## src/rtl/pgr_apb_reg_slave_32bit.sv

```systemverilog
// -----------------------------------------------------------------------------
// pgr_apb_reg_slave_32bit
//   APB register-bank responder at the far end of the UART-to-APB bridge.
//   Decodes p_addr[7:2], performs byte-strobed writes and returns read data
//   after WAIT_CYC wait states. Holds scratch/control registers, a free-running
//   counter, sticky event flags with W1C clear, an unmapped-access counter and
//   a masked, registered interrupt.
//
// Ports
//   clk      in   system clock
//   rst      in   synchronous reset, active-high
//   p_sel    in   APB select
//   p_ce     in   APB enable (access phase)
//   p_we     in   1 = write, 0 = read
//   p_strb   in   [3:0] write byte strobes
//   p_addr   in   [15:0] byte address (only [7:2] decoded)
//   p_wdata  in   [31:0] write data
//   p_rdy    out  one-cycle transfer-complete pulse
//   p_rdata  out  [31:0] read data, valid while p_rdy = 1
//   evt_in   in   [EVT_W-1:0] event pulses, sampled every cycle
//   cnt_en   out  CTRL[0] mirror
//   irq      out  |(STATUS & IRQ_MASK), registered
// -----------------------------------------------------------------------------
module pgr_apb_reg_slave_32bit #(
   parameter logic [31:0] ID_VALUE = 32'h5047_0001,
   parameter int unsigned WAIT_CYC = 2,
   parameter int unsigned EVT_W    = 8
) (
   input  logic             clk,
   input  logic             rst,
   input  logic             p_sel,
   input  logic             p_ce,
   input  logic             p_we,
   input  logic [3:0]       p_strb,
   input  logic [15:0]      p_addr,
   input  logic [31:0]      p_wdata,
   output logic             p_rdy,
   output logic [31:0]      p_rdata,
   input  logic [EVT_W-1:0] evt_in,
   output logic             cnt_en,
   output logic             irq
);

   // Word indices of the register map
   localparam logic [5:0] A_ID       = 6'd0;
   localparam logic [5:0] A_SCRATCH  = 6'd1;
   localparam logic [5:0] A_CTRL     = 6'd2;
   localparam logic [5:0] A_STATUS   = 6'd3;
   localparam logic [5:0] A_COUNTER  = 6'd4;
   localparam logic [5:0] A_ERRCNT   = 6'd5;
   localparam logic [5:0] A_IRQ_MASK = 6'd6;
   localparam logic [5:0] A_FIRST_UNMAPPED = 6'd7;

   // The wait counter is loaded with WAIT_CYC-1 so that the ACK state is
   // entered exactly WAIT_CYC cycles after the first access cycle.
   localparam logic [3:0] WAIT_LD = (WAIT_CYC == 0) ? 4'd0 : 4'(WAIT_CYC - 1);

   typedef enum logic [1:0] {S_IDLE, S_WAIT, S_ACK} state_t;

   // Byte-lane merge of a 32-bit register
   function automatic logic [31:0] byte_merge(input logic [31:0] old_v,
                                              input logic [31:0] new_v,
                                              input logic [3:0]  strb);
      logic [31:0] r;
      for (int b = 0; b < 4; b++) begin
         r[8*b +: 8] = strb[b] ? new_v[8*b +: 8] : old_v[8*b +: 8];
      end
      return r;
   endfunction

   // Per-bit strobe mask for the EVT_W-wide registers
   function automatic logic [EVT_W-1:0] evt_strb_mask(input logic [3:0] strb);
      logic [EVT_W-1:0] m;
      for (int i = 0; i < int'(EVT_W); i++) begin
         m[i] = strb[i/8];
      end
      return m;
   endfunction

   // Saturating increment for the error counter
   function automatic logic [15:0] sat_inc16(input logic [15:0] v);
      return (v == 16'hFFFF) ? v : v + 16'd1;
   endfunction

   state_t           state, state_nxt;
   logic [3:0]       wcnt;
   logic             access;
   logic             commit;
   logic             wr_commit;
   logic             rd_commit;
   logic [5:0]       idx;
   logic             unmapped;
   logic             cnt_clr;

   logic [31:0]      scratch;
   logic             ctrl_en;
   logic [31:0]      counter;
   logic [EVT_W-1:0] status, status_nxt;
   logic [EVT_W-1:0] irq_mask, irq_mask_nxt;
   logic [EVT_W-1:0] w1c;
   logic [15:0]      errcnt;
   logic [31:0]      rd_val;
   logic             unused_addr;

   assign unused_addr = ^{p_addr[15:8], p_addr[1:0]};

   assign access   = p_sel & p_ce;
   assign idx      = p_addr[7:2];
   assign unmapped = (idx >= A_FIRST_UNMAPPED);

   // ---------------------------------------------------------------- FSM ----
   always_ff @(posedge clk) begin
      if (rst) begin
         state <= S_IDLE;
         wcnt  <= 4'd0;
      end else begin
         state <= state_nxt;
         if (state == S_IDLE && access) begin
            wcnt <= WAIT_LD;
         end else if (state == S_WAIT && wcnt != 4'd0) begin
            wcnt <= wcnt - 4'd1;
         end
      end
   end

   always_comb begin
      state_nxt = state;
      case (state)
         S_IDLE: begin
            if (access) state_nxt = (WAIT_CYC == 0) ? S_ACK : S_WAIT;
         end
         S_WAIT: begin
            // Master withdrawing select/enable aborts the transfer
            if (!access)            state_nxt = S_IDLE;
            else if (wcnt == 4'd0)  state_nxt = S_ACK;
         end
         S_ACK:   state_nxt = S_IDLE;
         default: state_nxt = S_IDLE;
      endcase
   end

   always_comb begin
      p_rdy     = (state == S_ACK);
      // Both write commit and read-data capture happen on the edge entering ACK
      commit    = (state_nxt == S_ACK);
      wr_commit = commit & p_we;
      rd_commit = commit & ~p_we;
   end

   // ------------------------------------------------------- write decode ----
   always_comb begin
      cnt_clr      = wr_commit && (idx == A_CTRL) && p_strb[0] && p_wdata[1];
      w1c          = '0;
      if (wr_commit && idx == A_STATUS) begin
         w1c = evt_strb_mask(p_strb) & p_wdata[EVT_W-1:0];
      end
      // A new event on the same bit wins over the W1C clear
      status_nxt   = (status & ~w1c) | evt_in;
      irq_mask_nxt = irq_mask;
      if (wr_commit && idx == A_IRQ_MASK) begin
         irq_mask_nxt = (irq_mask & ~evt_strb_mask(p_strb)) |
                        (p_wdata[EVT_W-1:0] & evt_strb_mask(p_strb));
      end
   end

   // --------------------------------------------------------- read mux ------
   always_comb begin
      rd_val = '0;
      case (idx)
         A_ID:       rd_val = ID_VALUE;
         A_SCRATCH:  rd_val = scratch;
         A_CTRL:     rd_val[0] = ctrl_en;
         A_STATUS:   rd_val[EVT_W-1:0] = status;
         A_COUNTER:  rd_val = counter;
         A_ERRCNT:   rd_val[15:0] = errcnt;
         A_IRQ_MASK: rd_val[EVT_W-1:0] = irq_mask;
         default:    rd_val = '0;
      endcase
   end

   // -------------------------------------------------------- registers ------
   always_ff @(posedge clk) begin
      if (rst) begin
         scratch  <= '0;
         ctrl_en  <= 1'b0;
         counter  <= '0;
         status   <= '0;
         irq_mask <= '0;
         errcnt   <= '0;
         p_rdata  <= '0;
         irq      <= 1'b0;
      end else begin
         if (wr_commit && idx == A_SCRATCH) begin
            scratch <= byte_merge(scratch, p_wdata, p_strb);
         end
         if (wr_commit && idx == A_CTRL && p_strb[0]) begin
            ctrl_en <= p_wdata[0];
         end
         // Clear takes priority over counting
         if (cnt_clr)      counter <= '0;
         else if (ctrl_en) counter <= counter + 32'd1;

         status   <= status_nxt;
         irq_mask <= irq_mask_nxt;
         irq      <= |(status_nxt & irq_mask_nxt);

         if (commit && unmapped) begin
            errcnt <= sat_inc16(errcnt);
         end
         if (rd_commit) begin
            p_rdata <= rd_val;
         end
      end
   end

   assign cnt_en = ctrl_en;

endmodule
```

## config.mk

```make
export PLATFORM = sky130hd
export DESIGN_NAME = pgr_apb_reg_slave_32bit
export DESIGN_NICKNAME = d
export VERILOG_FILES = /design/src/rtl/pgr_apb_reg_slave_32bit.sv
export SDC_FILE = /design/constraint.sdc
export NUM_CORES = 1
export LEC_CHECK = 0
export ABC_AREA = 1
export ABC_CLOCK_PERIOD_IN_PS = 3900
export CAP_MARGIN = 30
export CORE_MARGIN = 1
export CORE_UTILIZATION = 45
export CTS_BUF_LIST = sky130_fd_sc_hd__clkbuf_2 sky130_fd_sc_hd__clkbuf_4 sky130_fd_sc_hd__clkbuf_8
export CTS_CLUSTER_SIZE = 25
export DETAILED_ROUTE_END_ITERATION = 8
export PLACE_DENSITY = 0.69
export SLEW_MARGIN = 5
export SYNTH_ARGS = -nofsm -noshare
export SYNTH_HDL_FRONTEND = slang
export SYNTH_SLANG_ARGS = --single-unit
```

## constraint.sdc

```tcl
create_clock -name clk -period 3.9 [get_ports clk]
set_clock_uncertainty 0.1 [all_clocks]
set_input_delay 0.975 -clock clk [delete_from_list [all_inputs] [get_ports clk]]
set_output_delay 0.975 -clock clk [all_outputs]
set_load 0.01 [all_outputs]
```

==> metrics <==
status=finished, final reports clean; first-pass GRT wire length=29.3 mm; clock sink count=136; Slew Limit Headroom=0.511; clock latency on the worst-skew pair=0.45 ns; Largest stage delay, worst path=0.46 ns; Worst setup SP type=input pin; Top Ports=100; Design Power=2.67 mW; cell mode on critical path=nand2_1; count of cell types in the netlist=47; Layout area overhead=22.6%; Seq/Total Area, Yosys=0.421; root buffer cell=clkbuf_8; H-Tree Level Count=4; wirelength, routed=17.7 mm; CTS buffer count=17; ANT cells=0; max frequency=0.344 GHz; Arrival @ worst endpoint=3.14 ns; setup_tns=0 ns; Hold Crit Start=p_rdata[25]; Post-Syn Nets=981; Netlist Area Pre-Place=6460 µm²; # rows=43; via count=6212; PortBufs=89; DIE HEIGHT=122 µm; Peak VDD IR=0.263 mV; RSZ-0062 raised after global routing=false; critical-path cell list=clkdlybuf4s50_1 -> nor2_2 -> nand2_1 -> nor2_1 -> nand2_1 -> nor2_2 -> nand2_1 -> o21ai_0 -> nor2_1; fin crit share=0.746; initial antenna violation count=0; EDFF count, synth=0; hold-fix buffers at CTS=0; pre-CTS setup slack=0.529 ns; Max-Cap Viols=0; prevailing post-synth register cell=dfxtp_1; Max FO, Critical Path=9; Iteration-0 DRC Markers=467; core box area=13900 µm²; DP HPWL=13.0 mm; fin nets=1072; DR pass1 iterations=6; grt total ovfl=0; vias in the first global route=5741; Worst Tran Pin Value=0.733 ns; Yosys warnings=0; worst r2r src=wcnt[0]; ratio of cells with drive above 1 in the final layout=0.0944; kind of critical path=in2reg; count of state elements after synthesis=136; pin count of the biggest net entering global routing=51; deepest clock path buffer count=2; Lkg Pwr=2.91 nW; fin. max-slew vios=0; GPL Wtd Cong=0.904; Syn Area/Cell=7.08 µm²; Via-to-Cell Ratio=5.19; DR DRC count=0; hold crit path type=reg2reg; PwrDens=337 nW/µm²; synthesized instance count=913; initial core utilization=0.464; Hold Vio Cnt, Final=0; total track usage=0.258; Yosys top cell by area=dfxtp_1; Critical-path top delay cell=clkdlybuf4s50_1; crit path time final=2.91 ns; Reg clk slew, reported paths=0.08 ns; number of antenna-violating nets in the routed design=0; CTS tree=done; Setup Buffers After CTS=0; top-area cell type share of the netlist area=0.421; Routed WL per cell=14.8 µm; asr flop ratio synth=0; Die W=122 µm; Worst Setup SP=p_addr[6]; final setup fails=0; Worst setup EP type=flip-flop; cts repair resizes=0; area of the die=14800 µm²; worst endpoint required time=4.13 ns; ranking of synthesized cells by area=dfxtp_1, nand2_1, nor2_1, o21ai_0, a21oi_1; final worst setup slack=0.990 ns
==> path summary, 6_finish.rpt <==
path                 end  slack (ns)  cells after the start
max          scratch[31]        0.99                      9
min          p_rdata[25]        0.36                      2
max reg2reg  counter[29]        1.53                     10
min reg2reg  p_rdata[25]        0.36                      2
==> cell usage in the layout, fill, tap and decap left out, types with 10 or more instances in the layout <==
cell type          n
nor3_1            10
nor2_1           120
inv_1             92
buf_4             12
o21ai_0           72
a21oi_1           70
clkdlybuf4s50_1   88
dfxtp_1          136
a22oi_1           10
clkbuf_8          21
nand4_1           11
nand3_1           26
inv_2             11
nand2_1          214
xor2_1            16
==> flip-flops by register name (all words and copies together) (netlist names) <==
name,flops
scratch,32
counter,32
irq_mask,8
p_rdata,32
wcnt,4
state,2
errcnt,16
status,8
cnt_en,1
irq,1
==> routing by layer <==
layer,routed length [µm],global-route usage,up-vias
li1,-,-,3184
met1,8400,0.365,2830
met2,7870,0.386,176
met3,1210,0.0562,22
met4,269,0.0887,0
met5,0,0,-
==> synthesized netlist by cell type, types with 3 or more instances <==
| cell type | n |
|---|---|
| inv_1 | 92 |
| nor3_1 | 10 |
| buf_2 | 12 |
| o21ai_2 | 4 |
| nor4_1 | 7 |
| nor2_4 | 6 |
| a22oi_1 | 10 |
| o21ai_1 | 4 |
| a31oi_1 | 8 |
| nand4_1 | 11 |
| ha_1 | 3 |
| nand2_1 | 214 |
| nor4_2 | 5 |
| a211oi_1 | 4 |
| dfxtp_1 | 136 |
| nor2_2 | 8 |
| nor2_1 | 120 |
| nand3_1 | 26 |
| clkbuf_1 | 17 |
| xor2_1 | 16 |
| nor3_2 | 3 |
| nor3b_1 | 3 |
| a221oi_1 | 5 |
| a22o_1 | 3 |
| a21oi_1 | 70 |
| o221ai_1 | 5 |
| xnor2_1 | 3 |
| o21ai_0 | 72 |
| nand2_2 | 4 |
| inv_2 | 11 |
==> critical path: cells and delay by family <==
family	cells	cell delay (ns)
AND/OR/NAND/NOR	7	1.32
buffers and inverters	1	0.46
AO/OA/AOI/OAI	1	0.38
==> through the flow <==
stage                util  instance area (µm²)  instances  hold WS [ns]
floorplan               -                 6460        913         0.340
global placement    0.542                 7550       1165         0.350
detailed placement  0.542                 7550       1165         0.355
CTS                 0.569                 7930       1197         0.366
global route        0.569                 7930       1197         0.384
finish              0.569                 7930       1197         0.365
==> cells by family (layout without fill, tap and decap cells) <==
family | count (synthesis) | in the layout | synth area share
AOI/OAI and AO/OA | 194 | 194 | 0.172
xor gates and xnor gates | 19 | 19 | 0.0257
adders and majority gates | 3 | 3 | 0.00581
buffers and inverters | 134 | 238 | 0.0815
DFF | 136 | 136 | 0.421
and+or+nand+nor | 427 | 427 | 0.294
==> power breakdown <==
group	leakage [nW]	switching (mW)	internal, mW
clock	0.202	0.534	0.577
sequential	1.10	0.00654	1.40
combinational	1.61	0.0808	0.0739
==> cell type report <==
cell class / count / area (µm²)
timing repair buffer: 102 / 996
tap: 180 / 225
fill: 1399 / 6010
inverter: 104 / 392
clock inverter: 9 / 72.6
clock buffer: 23 / 304
multi-input combinational: 643 / 3220
sequential: 136 / 2720
Note: power is estimated with default switching activity, not from simulation.
